[src/rtl/gray_counter.sv]
// N-bit up/down counter with a registered, glitch-free Gray copy for cross-domain sampling.
// Adds synchronous load, enable, direction, wrap-or-saturate limits and a one-cycle wrap pulse.
module gray_counter #(
    parameter int          N        = 4,
    parameter bit          SATURATE = 1'b0,
    parameter int unsigned INIT     = 0
) (
    input  logic         clk,
    input  logic         rst,
    input  logic         en,
    input  logic         up_dn,
    input  logic         load,
    input  logic [N-1:0] load_val,
    output logic [N-1:0] bin_out,
    output logic [N-1:0] gray_out,
    output logic         wrap,
    output logic         at_limit
);

    function automatic logic [N-1:0] gray_encode(input logic [N-1:0] b);
        return b ^ (b >> 1);
    endfunction

    localparam logic [N-1:0] INIT_BIN  = INIT[N-1:0];
    localparam logic [N-1:0] INIT_GRAY = gray_encode(INIT_BIN);
    localparam logic [N-1:0] MAX_VAL   = {N{1'b1}};
    localparam logic [N-1:0] ONE       = {{(N-1){1'b0}}, 1'b1};

    logic [N-1:0] bin_q;
    logic [N-1:0] gray_q;
    logic         wrap_q;
    logic [N-1:0] next_bin;
    logic         next_wrap;
    logic         at_max;
    logic         at_min;

    assign at_max = (bin_q == MAX_VAL);
    assign at_min = (bin_q == '0);

    // Limit flag follows the requested direction, regardless of enable.
    assign at_limit = up_dn ? at_max : at_min;

    always_comb begin
        // NOTE: every output of this block gets a default first, so no path can infer a latch.
        next_bin  = bin_q;
        next_wrap = 1'b0;
        if (load) begin
            next_bin = load_val;
        end else if (en) begin
            if (up_dn) begin
                if (!at_max) begin
                    next_bin = bin_q + ONE;
                end else if (!SATURATE) begin
                    next_bin  = '0;
                    next_wrap = 1'b1;
                end
            end else begin
                if (!at_min) begin
                    next_bin = bin_q - ONE;
                end else if (!SATURATE) begin
                    next_bin  = MAX_VAL;
                    next_wrap = 1'b1;
                end
            end
        end
    end

    // Gray is encoded from the next binary value and registered on the same edge,
    // so the bus never shows a decode glitch to a foreign clock domain.
    always_ff @(posedge clk or posedge rst) begin
        if (rst) begin
            bin_q  <= INIT_BIN;
            gray_q <= INIT_GRAY;
            wrap_q <= 1'b0;
        end else begin
            // NOTE: non-blocking so all three registers update together from pre-edge values.
            bin_q  <= next_bin;
            gray_q <= gray_encode(next_bin);
            wrap_q <= next_wrap;
        end
    end

    assign bin_out  = bin_q;
    assign gray_out = gray_q;
    assign wrap     = wrap_q;

endmodule

[config.mk]
export PLATFORM = sky130hd
export DESIGN_NAME = gray_counter
export DESIGN_NICKNAME = d
export VERILOG_FILES = /design/src/rtl/gray_counter.sv
export SDC_FILE = /design/constraint.sdc
export NUM_CORES = 1
export LEC_CHECK = 0
export CAP_MARGIN = 40
export CELL_PAD_IN_SITES_DETAIL_PLACEMENT = 1
export CELL_PAD_IN_SITES_GLOBAL_PLACEMENT = 1
export CORE_MARGIN = 2
export CORE_UTILIZATION = 33
export CTS_CLUSTER_SIZE = 40
export DETAILED_ROUTE_END_ITERATION = 8
export GPL_ROUTABILITY_DRIVEN = 0
export GPL_TIMING_DRIVEN = 0
export PLACE_DENSITY_LB_ADDON = 0.1
export SLEW_MARGIN = 20
export SYNTH_ARGS = -nofsm -noshare
export SYNTH_HDL_FRONTEND = slang
export SYNTH_SLANG_ARGS = --single-unit
[constraint.sdc]
create_clock -name clk -period 3.6 [get_ports clk]
set_input_delay 0.54 -clock clk [delete_from_list [all_inputs] [get_ports clk]]
set_output_delay 0.54 -clock clk [all_outputs]
set_load 0.005 [all_outputs]
==> summary.md <==
| Metric | Value |
|---|---|
| Final Power | 310.7 uW |
| Area growth syn-to-layout | 40.67% |
| Worst vdd ir | ~0.00030 V |
| Period utilization | 73.53% |
| Post-synth EDFFs | 0 |
| Hold WC Path Type | in2async |
| Crit path required time | approximately 3100 ps |
| Power Dens Cells | 422.3 nW/um^2 |
| CTS Hold Bufs | 0 |
| CP Launch Type | primary input |
| Syn avg cell area | 9.509 um^2 |
| Largest net degree at the start of global routing | 11 |
| CP endpoint kind | output port |
| Mapped Nets | 66 |
| Setup repair after global routing missed its margin | no |
| Cell area after synthesis | around 520 um^2 |
| Core area | 1489 um^2 |
| CP Cell Sequence | clkdlybuf4s50_1, nor4b_1, nand2b_1, clkdlybuf4s50_1 |
| DIE HEIGHT | 43.81 um |
| NetSw | 91.84 uW |
| Synth area leader | dfrtp_1 |
| Chip width | 43.81 um |
| CTS tree | yes |
| Num ports | 19 |
| Fin. Hold Viols | 0 |
| ANT nets after route | 0 |
| Global route total overflow | 0 |
| Synth async-reset ratio | 100.0% |
| Commonest cells after routing, fill and taps aside | clkdlybuf4s50_1, dfrtp_1, inv_1, a21oi_1 |
| PortBufs | 17 |
| Max Fclk | ~0.38 GHz |
| Clk network pwr share | roughly a fifth |
| Clk sink count | 8 |
| Status | complete, no violations |
| WS Path Type | in2out |
| DRT Wirelength | 1227 um |
| Ys Warns | 0 |
| Clk slew on worst S/H paths | 50 ps |
| Sw Share | between 20 and 30% |
| Max Cap Violations | 0 |
| FP Rows | 14 |
| Count of non-filler cells in the finished layout | 91 |
| First-pass GRT wire length | roughly 2200 um |
| Setup slack, reg-to-reg | 1890 ps |
| Final setup vio count | 0 |
| Fin nets | 88 |
| Internal cell power | ~220 uW |
| Main synth FF type | dfrtp_1 |
| Crit path largest cell delay | 520 ps |
| Setup TNS Final | 0 ps |
| Post-cts resize count | 0 |
| Vias per inst | 5.253 |
| Worst Setup Slack post-DPL | 966.6 ps |
| Top post-synthesis cells by area | dfrtp_1, mux2i_1, nor3b_1 |
| Full die area | ~1900 um^2 |
| Setup Skew | 2.102 ps |
| DP HPWL | 1001 um |
| Routed length per instance | around 13 um |
| 1st-iter DRT viols | 1 |
| Total number of vias | between 400 and 500 |
| Number of global-route vias before repair | 496 |
| Crit path max-delay cell type | clkdlybuf4s50_1 |
| Combinational power share | between 30% and 40% |
| Post-route minimum period | 2647 ps |
| GRT Overall Usage | ~15% |
| Worst-Margin Slew | 395.4 ps |
| Max Slew Vio Count | 0 |
| CTS Root Cell | clkbuf_4 |
| Clk_lat worst skew | between 200 and 300 ps |
| Sequential share of power | between 40% and 50% |
| Final WS setup | 953.1 ps |
| # H-tree levels | 1 |
| Most common cell after layout, fill and taps aside | clkdlybuf4s50_1 |
| # DRC | 0 |
| Unique masters post-synth | 27 |
| Post CTS Setup Buffer Count | 0 |
| #FFs+latches synth | 8 |
| Inserted Clock Buffers | 3 |
| Ant. Diodes | 0 |
| Layout cells sized above 1 | 6.667% |
| CP Max Fanout | 5 |
| Most frequent CP cell | clkdlybuf4s50_1 |
| Lkg Pwr | about 0.32 nW |
| Clock tree buffer depth | 2 |
| Sequential area share after synthesis | a little under two fifths |
| Crit path DAT | 2110 ps |
| Yosys top cell area share | 38.28% |
| Synth Instances | 55 |
| Antenna violations before repair | 0 |
| First-pass DRT Iterations | 2 |
| Placed cells | 88 |
| Starting density of the core | 35.13% |
| Slew headroom | 72.89% |
flip-flops by register name (all words and copies together), names as in the netlist:
| name | cells |
|---|---|
| bin_out | 4 |
| gray_out | 3 |
| wrap | 1 |
worst paths after layout:
| path | to | cells after the start | startpoint |
|---|---|---|---|
| max reg2reg | gray_out[0] | 6 | bin_out[0] |
| max | at_limit | 4 | up_dn |
| max in group asynchronous | bin_out[1] | 2 | rst |
| min reg2reg | bin_out[0] | 2 | bin_out[0] |
| min | bin_out[2] | 2 | rst |
| min in group clk | wrap | 3 | en |
critical path: cells and delay by family:
family	cells	cell delay [ps]
simple gates	2	550
buf+inv	2	1030
kinds of logic after synthesis:
logic type      count (synthesis)  synth area share (%)
buf+inv                         9                 7.178
flops                           8                 38.28
mux                             4                 7.656
fa+ha+maj                       2                 4.784
xor+xnor                        3                 5.025
simple gates                   17                 21.77
compound gates                 12                 15.31
power groups by stage:
| stage | Clock [mW] | Combinational, mW | Sequential, mW |
|---|---|---|---|
| finish | 0.0649 | 0.120 | 0.125 |
| global placement | 0 | 0.119 | 0.127 |
| floorplan | 0 | 0.0598 | 0.125 |
| detailed placement | 0 | 0.121 | 0.128 |
| CTS | 0.0690 | 0.122 | 0.127 |
| global route | 0.0762 | 0.134 | 0.129 |
cell type report:
type	instances	area (um^2)
Fill cell	179	753.2
Clock buffer	3	22.52
Inverter	6	22.52
Tap cell	16	20.02
Sequential cell	8	200.2
Buffer	3	15.01
Multi-Input combinational cell	38	285.3
Timing Repair Buffer	17	170.2
per-layer routing:
metal,global-route usage [%],up-vias,share of wire [%]
li1,-,237,-
met1,19.38,225,44
met2,25.29,16,50
met3,6.667,0,6.1
met4,1.818,0,0
met5,0,-,0
through the flow:
| stage | instance area, um^2 | utilization (%) | hold slack (ps) |
|---|---|---|---|
| detailed placement | 713.2 | 47.90 | 787.4 |
| CTS | 735.7 | 49.41 | 557.2 |
| finish | 735.7 | 49.41 | 548.7 |
| global placement | 713.2 | 47.90 | 783.9 |
| floorplan | 523.0 | - | 355.7 |
| global route | 735.7 | 49.41 | 551.9 |
cell usage after synthesis (2+ instances only):
library cell	count
a21oi_1	5
clkbuf_1	2
dfrtp_1	8
ha_1	2
inv_1	6
mux2i_1	4
nand2b_1	2
nand4_1	2
nor2b_1	2
nor3b_1	4
xnor2_1	2
Power figures use the tool's default switching activity.
==> variant 1: new RTL, same flow settings <==
Change the parameter `N` from 4 to 6.
--- a/src/rtl/gray_counter.sv
+++ b/src/rtl/gray_counter.sv
@@ -2,5 +2,5 @@
 // Adds synchronous load, enable, direction, wrap-or-saturate limits and a one-cycle wrap pulse.
 module gray_counter #(
-    parameter int          N        = 4,
+    parameter int          N        = 6,
     parameter bit          SATURATE = 1'b0,
     parameter int unsigned INIT     = 0
Ports: changed (resized bin_out, gray_out and load_val); port bits go from 19 to 25. The function was not compared with the original's and may differ.
==> variant 1 against the original RTL <==
Worst hold slack better by 0.027 ns. Die area is 60% higher. Sequential cell count is 4 higher. Count of clock-buffer cells in the layout is 1 higher. Setup slack worse by 0.15 ns. Design area is 58% higher. Global-route usage is 0.38 points lower. Register-to-register slack worse by 0.33 ns. Final cell count is 59% higher. Wire length is 72% higher. Area after synthesis is 67% higher. Total power is 52% higher.
==> variant 1: results (changes against the original RTL) <==
Outcome
  • Status: complete, no violations

Pwr
  • Max VDD drop: 280 uV (-5.8%)
  • Cell Int Power: 326 uW (+49%)
  • Static Leakage: 0.478 nW (+49%)

CTS
  • CTS root buf: clkbuf_4
  • Clock transition at the registers of the reported paths: 0.07 ns (+0.02 ns)
  • Total CTS buffers: 3 (unchanged)
  • Later-pin clock latency in the skew report: 0.28 ns (+0.03 ns)
  • H-tree depth: 1 (unchanged)
  • Post-CTS Setup Bufs: 0 (unchanged)
  • Post_cts resized: 0 (unchanged)
  • Clk buf depth: 2 (unchanged)

Worst setup path
  • Crit path DAT: 2.26 ns (+0.15 ns)
  • Reg2reg path depth: 6 (unchanged)
  • Max incr delay on CP: 0.59 ns (+0.07 ns)
  • Worst r2r src: bin_out[0]$_DFF_PP0_
  • CP top delay family: buffers and inverters
  • R2R setup slack: 1.56 ns (-0.33 ns)
  • RR Endpoint: gray_out[3]$_DFF_PP0_
  • Crit-path slowest cell: clkdlybuf4s50_1
  • Crit-path max FO: 9 (+4)

Yosys
  • Synth Net Count: 103 (+56%)
  • FFs w/ async S/R, synth: 100% (unchanged)
  • Sequential-to-total area share from yosys stat: 34.5% (-3.8 points)
  • Post-synthesis cell type count: 38 (+41%)
  • Synth warnings: 0 (unchanged)
  • Synth cell count leaders: dfrtp_1, inv_1, xnor2_1
  • Synth area leaders: dfrtp_1, xnor2_1, ha_1, inv_1, buf_6
  • Top_reg_cell synth: dfrtp_1

Finish
  • Largest register FFs: 6 (+2)
  • Filler cell count: 297 (+66%)
  • Share of layout cells above drive strength 1: 18.3% (+12 points)
  • Final nets: 130 (+48%)
  • Diodes inserted: 0 (unchanged)

Route
  • Drt via density: 5.06 (-3.8%)
  • Initial DRC count: 8 (+7)
  • Drt first pass iters: 4 (+2)
  • Wire per inst: 14.5 microns (+7.7%)

STA
  • Worst Skew: 0.00281 ns (+0.000710 ns)
  • Fin Hold WS: 0.575 ns (+0.0265 ns)
  • Worst slew pin tran: 0.469 ns (+0.0739 ns)

Worst hold path
  • HP Class: primary input to asynchronous set/reset pin

Global route
  • First-pass GRT wire length: 3650 microns (+67%)
  • Number of antenna violations at the first check in global routing: 0 (unchanged)
  • Vias in the first global route: 770 (+55%)
  • All-Layer GR Usage: 15.0% (-0.38 points)
  • Largest net degree at the start of global routing: 13 (+2)

Place
  • Post-DP HPWL: 1640 microns (+64%)
  • Dpl ws: 1.11 ns (+0.147 ns)
  • IO Port Bufs: 22 (+5)
variant 1: cell count changes in the layout (fill, tap and decap cells not counted), moves of 2 or more:
cell             unedited run  this run
a21oi_2                     0         2
buf_2                       0         2
buf_6                       0         3
clkbuf_1                    2         0
clkdlybuf4s50_1            17        22
dfrtp_1                     8        12
inv_1                       6         9
mux2i_1                     4         1
nand2_1                     1         4
nand3_1                     1         3
nor3_1                      0         3
xnor2_1                     2         7
xor2_1                      1         3
variant 1: worst max path at each step:
stage                                     from  depth (start not counted)  endpoint  slack (ns)
after floorplan           bin_out[4]$_DFF_PP0_                          3  at_limit        1.80
after global placement    bin_out[0]$_DFF_PP0_                          5  at_limit        1.13
after detailed placement  bin_out[0]$_DFF_PP0_                          5  at_limit        1.11
after CTS                 bin_out[0]$_DFF_PP0_                          5  at_limit        0.80
after global routing      bin_out[0]$_DFF_PP0_                          5  at_limit        0.68
final                     bin_out[0]$_DFF_PP0_                          5  at_limit        0.80
variant 1: area by class of cell:
cell class,count,area share [%]
Buffer,7,5.05
Clock buffer,4,3.11
Inverter,9,2.90
Multi-Input combinational cell,61,41.0
Sequential cell,12,25.8
Tap cell,30,3.22
Timing Repair Buffer,22,18.9
variant 1: power groups by stage:
stage	clock (mW)	combinational [mW]	sequential, mW
after detailed placement	0	0.192	0.179
after global placement	0	0.188	0.178
after floorplan	0	0.109	0.178
final	0.106	0.190	0.176
after global routing	0.117	0.209	0.179
after CTS	0.111	0.192	0.176
variant 1: kinds of logic (layout without fill, tap and decap cells):
group                      after synthesis  after routing  synth area share (%)
adders and majority gates                3              3                  4.31
and+or+nand+nor                         25             25                  16.5
buffers and inverters                   16             42                  10.6
xor gates and xnor gates                10             10                  10.1
AOI/OAI and AO/OA                       22             22                  22.8
muxes                                    1              1                  1.15
DFF                                     12             12                  34.5
variant 1: metrics by stage:
step | power [mW] | std cells | instance area, sq um
2_1_floorplan | 0.287 | 89 | 871
3_3_place_gp | 0.366 | 141 | 1130
3_5_place_dp | 0.371 | 141 | 1130
4_1_cts | 0.479 | 145 | 1160
5_1_grt | 0.506 | 145 | 1160
6_report | 0.472 | 145 | 1160
variant 1: metal layers:
metal  up-vias  GRT usage, %  share of wire (%)
met5         -             0                  0
met4         0          2.09               0.29
met3         3          5.62                5.9
met2        19          25.3                 48
met1       350          18.7                 46
li1        361             -                  -
==> variant 2: new RTL, same flow settings <==
Without the edit above. Reset style: synchronous (`rst`), changed in one clocked block.
--- a/src/rtl/gray_counter.sv
+++ b/src/rtl/gray_counter.sv
@@ -68,5 +68,5 @@
     // Gray is encoded from the next binary value and registered on the same edge,
     // so the bus never shows a decode glitch to a foreign clock domain.
-    always_ff @(posedge clk or posedge rst) begin
+    always_ff @(posedge clk) begin
         if (rst) begin
             bin_q  <= INIT_BIN;
Check against the original RTL: differs if rst is asserted again (counterexample within 4 cycles, from zero or initial values and one cycle with rst high); with rst held inactive, the same outputs for 10 cycles.
==> variant 2 against the original RTL <==
Count of clock-buffer cells in the layout is the same. Setup slack got worse by 0.0023 ns. Wire length fell by 5.9%. Sequential share of layout area fell by 3.7 points. Total power shrank 19%. Sequential cell count unchanged. Design area decreased by 7.3%. Area after synthesis fell by 8.1%. Largest cell class unchanged.
==> variant 2: results (changes against the original RTL) <==
Finish
  • Invs w/o clock: 5 (-1)
  • Fin util: 51.1% (+1.7 points)
  • Sequential cell area: 160 sq um (-20%)
  • Multi-In Gates: 40 (+5.3%)
  • Seq Cell Count: 8 (unchanged)
  • Final instance area: 682 sq um (-7.3%)
  • Non-CTS buffers: 19 (-5.0%)

Yosys
  • Top_reg_cell synth: dfxtp_1
  • Synth cell count leaders: dfxtp_1, a21oi_1, nor2_1
  • Synth Net Count: 67 (+1.5%)
  • Synth area leaders: dfxtp_1, xor2_1, a21oi_1, nor4b_1, ha_1
  • Post-synthesis cell type count: 25 (-7.4%)
  • Mux contribution to synthesized area: 9.64% (+2.0 points)
  • Synth Area in Adders: 5.21% (+0.42 points)
  • Synth Area in XOR/XNOR: 7.29% (+2.3 points)
  • Sequential-to-total area share from yosys stat: 33.3% (-4.9 points)

Route
  • Drt via density: 5.21 (-0.79%)
  • Initial DRC count: 5 (+4)

Place
  • IO Port Bufs: 16 (-1)
  • Cell Area, Placed: 659 sq um (-7.5%)
  • Placed cells: 87 (-1.1%)
  • Post-DP HPWL: 903 microns (-9.8%)
  • Dpl ws: 0.926 ns (-0.0403 ns)

STA
  • Fin Hold WS: 0.539 ns (-0.00925 ns)
  • Worst Skew: 0.00493 ns (+0.00283 ns)

Worst setup path
  • Crit-path max FO: 6 (+1)
  • Reg2reg path depth: 7 (+1)
  • RR Endpoint: gray_out[2]$_SDFF_PP0_
  • Worst r2r src: bin_out[0]$_SDFF_PP0_

Outcome
  • Status: complete, no violations

Pwr
  • Tot Pwr: 251 uW (-19%)
  • Static Leakage: 0.284 nW (-12%)

Worst hold path
  • HP Class: primary input to flop

Global route
  • First-pass GRT wire length: 1950 microns (-11%)
variant 2: cell types whose count changed after synthesis, moves of 2 or more:
cell	delta
nor4b_1	+2
dfxtp_1	+8
xnor2_1	-2
nor2_1	+5
nor3b_1	-4
dfrtp_1	-8
nand3_1	+2
xor2_1	+3
mux2i_1	-2
variant 2: worst max-delay path by stage:
stage / endpoint / slack (ns) / cells after the start
floorplan: gray_out[2]$_SDFF_PP0_ / 1.85 / 7
global placement: at_limit / 0.95 / 4
detailed placement: at_limit / 0.93 / 4
CTS: at_limit / 0.93 / 4
global route: at_limit / 0.84 / 4
finish: at_limit / 0.95 / 4
variant 2: where the power goes:
group | internal (mW) | leakage (nW) | total [mW] | switching (mW)
clock network | 0.0383 | 0.0138 | 0.0703 | 0.0321
logic | 0.0450 | 0.204 | 0.0749 | 0.0299
registers | 0.0975 | 0.0664 | 0.106 | 0.00858
variant 2: per-layer routing:
layer  up-vias  share of wire (%)
met5         -                  0
met4         0                  0
met3         0                7.0
met2        15                 49
met1       222                 44
li1        232                  -
